### config.mk
export PLATFORM = sky130hd
export DESIGN_NAME = prod_accum_19s
export DESIGN_NICKNAME = d
export VERILOG_FILES = /design/src/rtl/prod_accum_19s.sv
export SDC_FILE = /design/constraint.sdc
export NUM_CORES = 1
export LEC_CHECK = 0
export CAP_MARGIN = 40
export CELL_PAD_IN_SITES_DETAIL_PLACEMENT = 0
export CELL_PAD_IN_SITES_GLOBAL_PLACEMENT = 1
export CORE_AREA = 2 2 111 113
export CTS_CLUSTER_SIZE = 28
export DETAILED_ROUTE_END_ITERATION = 8
export DIE_AREA = 0 0 113 115
export GPL_TIMING_DRIVEN = 0
export HOLD_SLACK_MARGIN = 0.02
export PLACE_DENSITY = 0.7
export SLEW_MARGIN = 30
export SYNTH_ARGS = -nofsm -noshare
export SYNTH_HDL_FRONTEND = slang
export SYNTH_SLANG_ARGS = --single-unit
### constraint.sdc
create_clock -name clk -period 7 [get_ports clk]
set_input_delay 0.7 -clock clk [delete_from_list [all_inputs] [get_ports clk]]
set_output_delay 0.7 -clock clk [all_outputs]
set_load 0.05 [all_outputs]
### src/rtl/prod_accum_19s.sv
// Block accumulator for signed multiplier products. Each accepted add saturates
// to OUT_W bits, and one sum_valid pulse presents the block total.
module prod_accum_19s #(
  parameter int IN_W  = 19,
  parameter int OUT_W = 24,
  parameter int CNT_W = 8
) (
  input  logic             clk,
  input  logic             reset,
  input  logic             start,
  input  logic [CNT_W-1:0] blk_len,
  input  logic             prod_valid,
  input  logic [IN_W-1:0]  product,
  output logic             busy,
  output logic             sum_valid,
  output logic [OUT_W-1:0] sum_out,
  output logic             overflow
);

  typedef enum logic [1:0] {
    ST_IDLE = 2'd0,
    ST_ACC  = 2'd1,
    ST_DONE = 2'd2
  } state_t;

  localparam logic [CNT_W-1:0] CNT_ONE  = CNT_W'(1);
  localparam logic [CNT_W-1:0] CNT_ZERO = {CNT_W{1'b0}};
  localparam logic [OUT_W-1:0] ACC_ZERO = {OUT_W{1'b0}};

  // Saturating add. The MSB of the result flags a clamp, and the low OUT_W bits
  // hold the clamped sum. The extra guard bit makes overflow visible as a
  // disagreement between the top two bits.
  function automatic logic [OUT_W:0] sat_add(input logic [OUT_W-1:0] a,
                                             input logic [IN_W-1:0]  p);
    logic [OUT_W:0] wide;
    logic [OUT_W:0] res;
    wide = {a[OUT_W-1], a} + {{(OUT_W+1-IN_W){p[IN_W-1]}}, p};
    if (wide[OUT_W] != wide[OUT_W-1]) begin
      if (wide[OUT_W]) begin
        res = {1'b1, 1'b1, {(OUT_W-1){1'b0}}};
      end else begin
        res = {1'b1, 1'b0, {(OUT_W-1){1'b1}}};
      end
    end else begin
      res = {1'b0, wide[OUT_W-1:0]};
    end
    return res;
  endfunction

  state_t           state_r, state_nxt_s;
  logic [OUT_W-1:0] acc_r, acc_nxt_s;
  logic [CNT_W-1:0] cnt_r, cnt_nxt_s;
  logic             ovf_r, ovf_nxt_s;
  logic [OUT_W:0]   add_s;
  logic             start_acc_s;
  logic             done_entry_s;
  logic             busy_r, valid_r, ovfo_r;
  logic [OUT_W-1:0] sum_r;

  // Next-state and accumulator datapath decode
  always_comb begin
    state_nxt_s = state_r;
    acc_nxt_s   = acc_r;
    cnt_nxt_s   = cnt_r;
    ovf_nxt_s   = ovf_r;
    start_acc_s = 1'b0;
    add_s       = sat_add(acc_r, product);
    case (state_r)
      ST_IDLE: begin
        if (start) begin
          start_acc_s = 1'b1;
          acc_nxt_s   = ACC_ZERO;
          ovf_nxt_s   = 1'b0;
          cnt_nxt_s   = blk_len;
          if (blk_len == CNT_ZERO) begin
            state_nxt_s = ST_DONE;
          end else begin
            state_nxt_s = ST_ACC;
          end
        end else begin
          state_nxt_s = ST_IDLE;
        end
      end
      ST_ACC: begin
        if (prod_valid) begin
          acc_nxt_s = add_s[OUT_W-1:0];
          ovf_nxt_s = ovf_r | add_s[OUT_W];
          cnt_nxt_s = cnt_r - CNT_ONE;
          if (cnt_r == CNT_ONE) begin
            state_nxt_s = ST_DONE;
          end else begin
            state_nxt_s = ST_ACC;
          end
        end else begin
          state_nxt_s = ST_ACC;
        end
      end
      ST_DONE: begin
        state_nxt_s = ST_IDLE;
      end
      default: begin
        state_nxt_s = ST_IDLE;
      end
    endcase
  end

  // DONE is always left after one cycle, so any transition into DONE is an entry
  assign done_entry_s = (state_nxt_s == ST_DONE);

  // FSM state and accumulator registers
  always_ff @(posedge clk) begin
    if (reset) begin
      state_r <= ST_IDLE;
      acc_r   <= ACC_ZERO;
      cnt_r   <= CNT_ZERO;
      ovf_r   <= 1'b0;
    end else begin
      state_r <= state_nxt_s;
      acc_r   <= acc_nxt_s;
      cnt_r   <= cnt_nxt_s;
      ovf_r   <= ovf_nxt_s;
    end
  end

  // Registered outputs. The total and the sticky flag are captured on DONE
  // entry, so they are already final during the sum_valid cycle.
  always_ff @(posedge clk) begin
    if (reset) begin
      busy_r  <= 1'b0;
      valid_r <= 1'b0;
      sum_r   <= ACC_ZERO;
      ovfo_r  <= 1'b0;
    end else begin
      busy_r  <= (state_nxt_s != ST_IDLE);
      valid_r <= done_entry_s;
      if (done_entry_s) begin
        sum_r  <= acc_nxt_s;
        ovfo_r <= ovf_nxt_s;
      end else if (start_acc_s) begin
        sum_r  <= ACC_ZERO;
        ovfo_r <= 1'b0;
      end else begin
        sum_r  <= sum_r;
        ovfo_r <= ovfo_r;
      end
    end
  end

  assign busy      = busy_r;
  assign sum_valid = valid_r;
  assign sum_out   = sum_r;
  assign overflow  = ovfo_r;

endmodule

Yosys cells after proc, flatten, opt, wreduce, memory -nomap -nowiden
Cells that the tools add are included.
Widths: inputs -> output; s select.
Storage, ports and cells
  register bits: 62
  word-level logic and storage cells: 45
  output and inout port bits: 27
  input port bits: 31
Operators by class
  equality and inequality tests: 6
  add/subtract/negate cells: 2
  reductions and logical operators: 6
  muxes and demuxes: 22
  bitwise operators: 1
Operators with widths (count)
  $mux 24: 5
  $pmux 24 s2: 1
  $add 24x19->25: 1
  $mux 25: 1
  $mux 8: 2
  $pmux 8 s2: 1
  $eq 8x1->1 const B: 1
  $logic_not 8->1: 1
  $mux 2: 4
  $sub 8x1->8 const B: 1
  $mux 1: 6
  $reduce_bool 2->1: 3
  $ne 2x2->1 const B: 2
  $pmux 2 s2: 1
  $reduce_and 3->1: 1
  $eq 2x1->1 const B: 1
  $eq 2x2->1 const B: 1
  $logic_not 2->1: 1
  $pmux 1 s2: 1
  $ne 1x1->1: 1
  $or 1x1->1: 1

Depth between registers and ports, before layout
Gate-level depths: netlist of run 1.
  depth after elaboration: 7
  depth in mapped cells: 12
  depth with buffers taken out: 11

Least setup slack after synthesis of run 1
Ideal clock, no wire load.
  kind: input to register
  start point: input product[0]
  end point: register sum_r[20] (netlist: sum_out[20])
  setup slack: 3.934 ns
  required time: 6.877 ns
  library setup time: 0.123 ns
  buffers on the path: 0
  arrival time: 2.943 ns
  stages: 11
  cell sequence: ha_1 > fa_1 > a211oi_2 > o211ai_1 > a21oi_2 > nor3_1 > or3b_1 > a31oi_1 > xnor2_1 > o21ai_0 > o21ai_1
On the way
  longest elaborated chain between the ends: 6
  elaborated cells on any way between the ends: 7
  those cells by class: add/sub (1); eq/ne (1); mux (5)
RTL lines
  start, declared: line 13  | input logic [IN_W-1:0] product,
  $add 24x19->25 (*): line 37  | wide = {a[OUT_W-1], a} + {{(OUT_W+1-IN_W){p[IN_W-1]}}, p};
  $mux 24 or $ne 1x1->1 (tied branches): line 39, 38
  $mux 25 (*): line 38  | if (wide[OUT_W] != wide[OUT_W-1]) begin
  $mux 24 (*): line 85  | if (prod_valid) begin
  $pmux 24 s2 (*): line 68  | case (state_r)
  $mux 24 (*): line 136  | if (done_entry_s) begin
  end signal, assigned: line 137  | sum_r <= acc_nxt_s;
  end signal, assigned: line 143  | sum_r <= sum_r;
  end, declared: line 58  | logic [OUT_W-1:0] sum_r;
Mark *: on every way between the ends. The rest lies on a longest branch, timed or not.
A chain may end at the register's enable or synchronous reset.

Final worst setup path of run 1
  start point: input product[18]
  end point: register sum_r[5] (netlist: sum_out[5])
The elaborated chain is that of the path after synthesis.

==> metrics, run 1 <==
run status finished with violations; failing checks DRC; Die Ht 115 µm; Die X 113 µm; Crit Path Max Fanout 9; Util after Layout between 40 and 50%; root buffer cell clkbuf_16; final antenna-violating net count 0; Post-synth EDFFs 0; f_max 276 MHz; WL met1 6260 µm; drt drc 4; hold depth 2; H-tree levels 3; Final TNS setup 0 ps; Worst path slowest cell clkdlybuf4s50_1; Ys Warns 0; cts hold-fix bufs 0; TritonCTS clock tree done; met2 WL 5810 µm; skew final 6.77 ps; setup violators final 0; Syn Inst Count 506; data required time of the worst path between 7000 and 8000 ps; Top-Level Pins between 50 and 60; Leak roughly 0.0019 µW; GRT Total Usage around 20%; final hold violations 0; Hold Slack 447 ps; CP startpoint product[18]; Min-Delay Path Class flop to flop; critical path endpoint category flop; # rows 40; fin crit share 51.8%; clock latency on the worst-skew pair approximately 340 ps; uppermost layer routed met4; Final #Nets 634; layout cells sized above 1 7.25%; WP data arrival 3890 ps; register bit total from synthesis 62; full die area 0.0130 mm²; number of gates resized after CTS 0; synth unique cells 65; Layout area overhead 26.3%; initial antenna violation count 0; asr flop ratio synth 0%; core area 0.0118 mm²; Cell Chain, Critical Path clkdlybuf4s50_1 -> ha_1 -> clkbuf_1 -> nand2_1 -> nor4_1 -> nand3_1 -> nand3_1 -> nor2_1 -> a31oi_4 -> o21a_2 -> nand2_1 -> o21ai_1; Buffers on Ports 56; Worst Max-Slew Pin Slew 762 ps; Crit path largest cell delay 550 ps; worst reg2reg path endpoint acc_r[20]; flop2flop setup slack 3900 ps; Top FF cell, synth dfxtp_1; VDD IR max 0.0907 mV; drt total wl roughly 13000 µm; power per standard cell area 209 mW/mm²; Cell Area, Synth roughly 0.004 mm²; clock-pin slew on the worst setup and hold paths approximately 50 ps; CTS Buffer Depth 2; nature of the critical path startpoint primary input; Avg Cell Area, Syn 7.95 µm²; Met3 Wirelength about 700 µm; CTS sink count 62; unrepaired setup endpoints after global routing no; syn nets 564; sequential-to-total area share from yosys stat 30.9%; Critical Path End sum_out[5]; initial core utilization approximately 34%; final slew viol count 0; DR WL/cell 17.8 µm; grt total ovfl 0; relative slew slack ~49%; PnR Total Power between 1000 and 1500 µW; CP Class primary input to flop; global-route wire length before repair a little over 20000 µm; Detailed Place HPWL 9610 µm; via count a little under 4000; total CTS buffers 9; via-per-instance ratio 5.45; DR pass1 iterations 7; DR iter-0 viols 247; diode count 0; min Tclk post-route around 3600 ps; r2r startpoint acc_r[0]; post-CTS setup repair buffer count 0; maxcap violations 0; Reg2Reg Depth 11; vias in the first global route 3729; Final GP Congestion 0.873; pin count of the biggest net entering global routing 11
==> metrics by stage <==
stage	setup slack, ps	instances	area, µm²
final	3370	726	5080
after global routing	3080	726	5080
after CTS	3380	724	5060
after detailed placement	3050	710	4770
after global placement	3020	709	4770
after floorplan	3930	506	4020
==> worst max-delay path, delay by kind of cell <==
kind / cells / cell delay, ps
AOI/OAI and AO/OA: 3 / 880
buffers and inverters: 2 / 870
adders and majority gates: 1 / 340
and+or+nand+nor: 6 / 1080
==> layout by cell type (no fill, tap or decap), drive strengths merged, types with 10 or more instances in the layout <==
master and n:
buf 10, inv 15, nor2 49, nand3 12, o211ai 10, o21ai 47
ha 26, clkbuf 34, nand2 61, a22o 11, a21oi 54, dfxtp 62
xnor2 13, clkdlybuf4s50 56
==> layout make-up <==
class	count	area (µm²)
Fill cell	1217	6730
Multi-Input combinational cell	401	2590
Sequential cell	62	1240
Timing Repair Buffer	59	584
Clock buffer	13	260
Tap cell	147	184
Buffer	28	134
Inverter	15	56.3
Clock inverter	1	30.0
==> Yosys cell counts, types with 6 or more instances <==
master     count  area [µm²]
a21oi_1       52         260
a22o_1        11        96.3
a2bb2oi_1      8        70.1
clkbuf_1      20        75.1
dfxtp_1       62        1240
ha_1          26         325
inv_1         15        56.3
nand2_1       59         221
nand2b_1       7        43.8
nand3_1       12        60.1
nand4_1        7        43.8
nor2_1        46         173
nor2b_1        8        50.1
nor3_1         6        30.0
o211ai_1      10        75.1
o21ai_0       35         175
o21ai_1       11        55.1
o21bai_1       6        45.0
xnor2_1       13         114
xor2_1         7        61.3
==> worst min path at each step <==
stage,from,endpoint
after floorplan,acc_r[5],acc_r[5]
after global placement,sum_out[15],sum_out[15]
after detailed placement,sum_out[14],sum_out[14]
after CTS,sum_out[14],sum_out[14]
after global routing,sum_out[14],sum_out[14]
final,sum_out[15],sum_out[15]
==> where the power goes <==
part / total (µW) / switching [µW] / internal, µW / leakage (µW)
clock network: 453 / 162 / 291 / 0.000142
logic: 231 / 140 / 91.0 / 0.00130
registers: 378 / 12.0 / 366 / 0.000503
total: 1060 / 313 / 749 / 0.00194
==> sequential cells by signal (all words and copies together), names as in the netlist <==
signal / cells
acc_r: 24
busy: 1
state_r: 2
cnt_r: 8
sum_out: 24
ovf_r: 1
overflow: 1
sum_valid: 1
==> logic make-up after synthesis <==
logic type,after synthesis,synth area share (%)
AOI/OAI and AO/OA,181,30.1
and+or+nand+nor,170,20.2
DFF,62,30.9
buffers and inverters,43,4.73
adders and majority gates,28,8.84
xor gates and xnor gates,20,4.36
muxes,2,0.933
==> layer usage <==
layer | GRT usage, % | up-vias
met5 | 0 | -
met4 | 5.37 | 0
met3 | 4.53 | 16
met2 | 32.3 | 114
met1 | 28.0 | 1838
li1 | - | 1987
(Power assumes the default switching activity.)
==> inputs of run 2 (changes only) <==
- PLACE_DENSITY: 0.7 -> 0.73
- clock period: 7 -> 3 ns (I/O delays scaled with it)
==> run 2 against run 1 <==
The flow still finishes with violations (DRC). Combinational power up 140%. Count of clock-buffer cells in the layout decreased by 3. Cell area rose by 3.0%. Die area did not move. Sequential power is 130% higher. Via count is 1.8% higher. Register-to-register slack got worse by 3700 ps. Critical path depth stayed put. Largest cell class unchanged. Largest power group unchanged.
==> metrics, run 2 (synthesis results as in run 1) <==
run status finished with violations; failing checks DRC; Top-Level Pins 58 (unchanged); Crit Path Max Fanout 4 (-5); met1 Usage GRT 27.0% (-0.98 points); met3 Usage GRT 2.74% (-1.8 points); CP Class primary input to flop; f_max 348 MHz; CTS sink count 62 (unchanged); Post-Layout Cell Count 736 (+1.4%); Worst Max-Slew Pin Slew 815 ps (+52.4 ps); Util after Layout 44.3% (+1.3 points); diode count 0 (unchanged); nature of the critical path startpoint primary input; drt drc 1 (-3); skew final 9.16 ps (+2.39 ps); Seq. cell area 0.00124 mm² (unchanged); met2 Use GR 32.1% (-0.24 points); # fillers 1220 (+0.25%); relative slew slack 45.5% (-3.7 points); DR WL/cell 17.6 µm (-1.1%); grt total ovfl 0 (unchanged); # rows 40 (unchanged); power per standard cell area 479 mW/mm² (+130%); Final #Nets 642 (+1.3%); root buffer cell clkbuf_16; DR pass1 iterations 6 (-1); core area 0.0118 mm² (unchanged); DR iter-0 viols 203 (-18%); Layout area overhead 30.1%; gr busiest metal met2; layout cells sized above 1 11.0% (+3.8 points); CP top delay family compound AO/OA/AOI/OAI gates; initial core utilization 34.0% (unchanged); VDD IR max 0.255 mV (+180%); TritonCTS clock tree done; DP Cell Count 709 (-0.14%); Detailed Place HPWL 9540 µm (-0.72%); WP data arrival 3100 ps (-790 ps); Die Ht 115 µm (unchanged); Final GP Congestion 0.876 (+0.30%); Crit path largest cell delay 420 ps (-130 ps); final hold violations 0 (unchanged); Min-Delay Path Class primary input to flop; clock-pin slew on the worst setup and hold paths 60 ps (about the same); CTS Buffer Depth 2 (unchanged); critical path endpoint category flop; drt total wl 13000 µm (+0.29%); full die area 0.0130 mm² (unchanged); min Tclk post-route 2880 ps; via count 4027 (+1.8%); buffers and inverters on the worst path 1 (-1); initial antenna violation count 0 (unchanged); commonest non-fill, non-tap cell in the layout dfxtp_1; Buffers on Ports 56 (unchanged); final slew viol count 0 (unchanged); Cell Chain, Critical Path clkdlybuf4s50_1 -> ha_1 -> fa_2 -> a211oi_4 -> o211ai_1 -> a21oi_2 -> nor3_1 -> or3b_4 -> nand2_1 -> a311oi_1 -> o32ai_1 -> o21ai_0; area of the multi-input gates 0.00267 mm² (+3.0%); Worst path slowest cell clkdlybuf4s50_1; Die X 113 µm (unchanged); global-route wire length before repair 20200 µm (-1.1%); setup violators final 0 (unchanged); commonest cells after routing, fill and taps aside dfxtp_1 (62), nand2_1 (59), clkdlybuf4s50_1 (55); H-tree levels 3 (unchanged); PnR Total Power 2510 µW (+140%); maxcap violations 0 (unchanged); final antenna-violating net count 0 (unchanged); data required time of the worst path 3230 ps (-4030 ps); GRT Total Usage 20.2% (-0.13 points); total CTS buffers 9 (unchanged); Hold Slack 394 ps (-53.1 ps); fin crit share 95.9%; vias in the first global route 3818 (+2.4%); clock latency on the worst-skew pair 340 ps (about the same); pin count of the biggest net entering global routing 13 (+2); Leak 0.00200 µW (+3.0%); via-per-instance ratio 5.47 (+0.44%)
-- run 2: changes by cell type in the layout (fill, tap and decap cells not counted), sizes merged --
cell	previous run	this run
clkdlybuf4s50	56	55
clkinv	0	4
inv	15	16
dlygate4sd2	0	1
clkbuf	34	29
buf	10	20
-- run 2: worst paths after layout --
kind / from / end / slack, ps / cells after the start
max reg2reg: acc_r[21] / ovf_r / 210 / 11
min: reset / state_r[0] / 390 / 3
min reg2reg: sum_out[15] / sum_out[15] / 450 / 2
max: product[0] / acc_r[22] / 120 / 12
-- run 2: timing repair --
action	in CTS	in global routing
setup endpoints to repair	45	47
hold buffers	0	0
endpoints found under the hold margin	0	0
gates resized for setup	5	13
pin swaps	2	9
buffers inserted	7	5
-- run 2: layout make-up --
class                   instances  share of cell area, %
clock inverters                 6                   1.34
inverters                      15                   1.08
clock buffers                  10                   4.38
repair buffers                 69                   12.6
well taps                     147                   3.52
multi-input cells             401                   51.0
flip-flops and latches         62                   23.7
plain buffers                  26                   2.42
-- run 2: worst register-to-register path, delay by kind of cell (launching register included) --
family | cells | cell delay (ps)
compound gates | 6 | 1150
fa+ha+maj | 1 | 270
flops | 1 | 400
simple gates | 2 | 430
buf+inv | 1 | 140
mux | 1 | 320
-- run 2: where the power goes --
group | leakage, µW | internal, µW | switching [µW] | total [µW]
registers | 0.000503 | 854 | 27.9 | 882
clock network | 0.000147 | 649 | 417 | 1070
logic | 0.00135 | 226 | 332 | 558
total | 0.00200 | 1730 | 777 | 2510
-- run 2: stage by stage --
stage | cell area [µm²] | setup WS [ps] | setup TNS, ps
floorplan | 4020 | 334 | 0
global placement | 4770 | -553 | -20870
detailed placement | 4770 | -610 | -22540
CTS | 5130 | 6.17 | 0
global route | 5230 | -6.67 | -12.9
finish | 5230 | 124 | 0
-- run 2: routing by layer --
metal | part of all wire, % | up-vias | routed length (µm)
li1 | - | 1997 | -
met1 | 47 | 1905 | 6140
met2 | 45 | 105 | 5900
met3 | 5.1 | 20 | 668
met4 | 2.2 | 0 | 290
met5 | 0 | - | 0
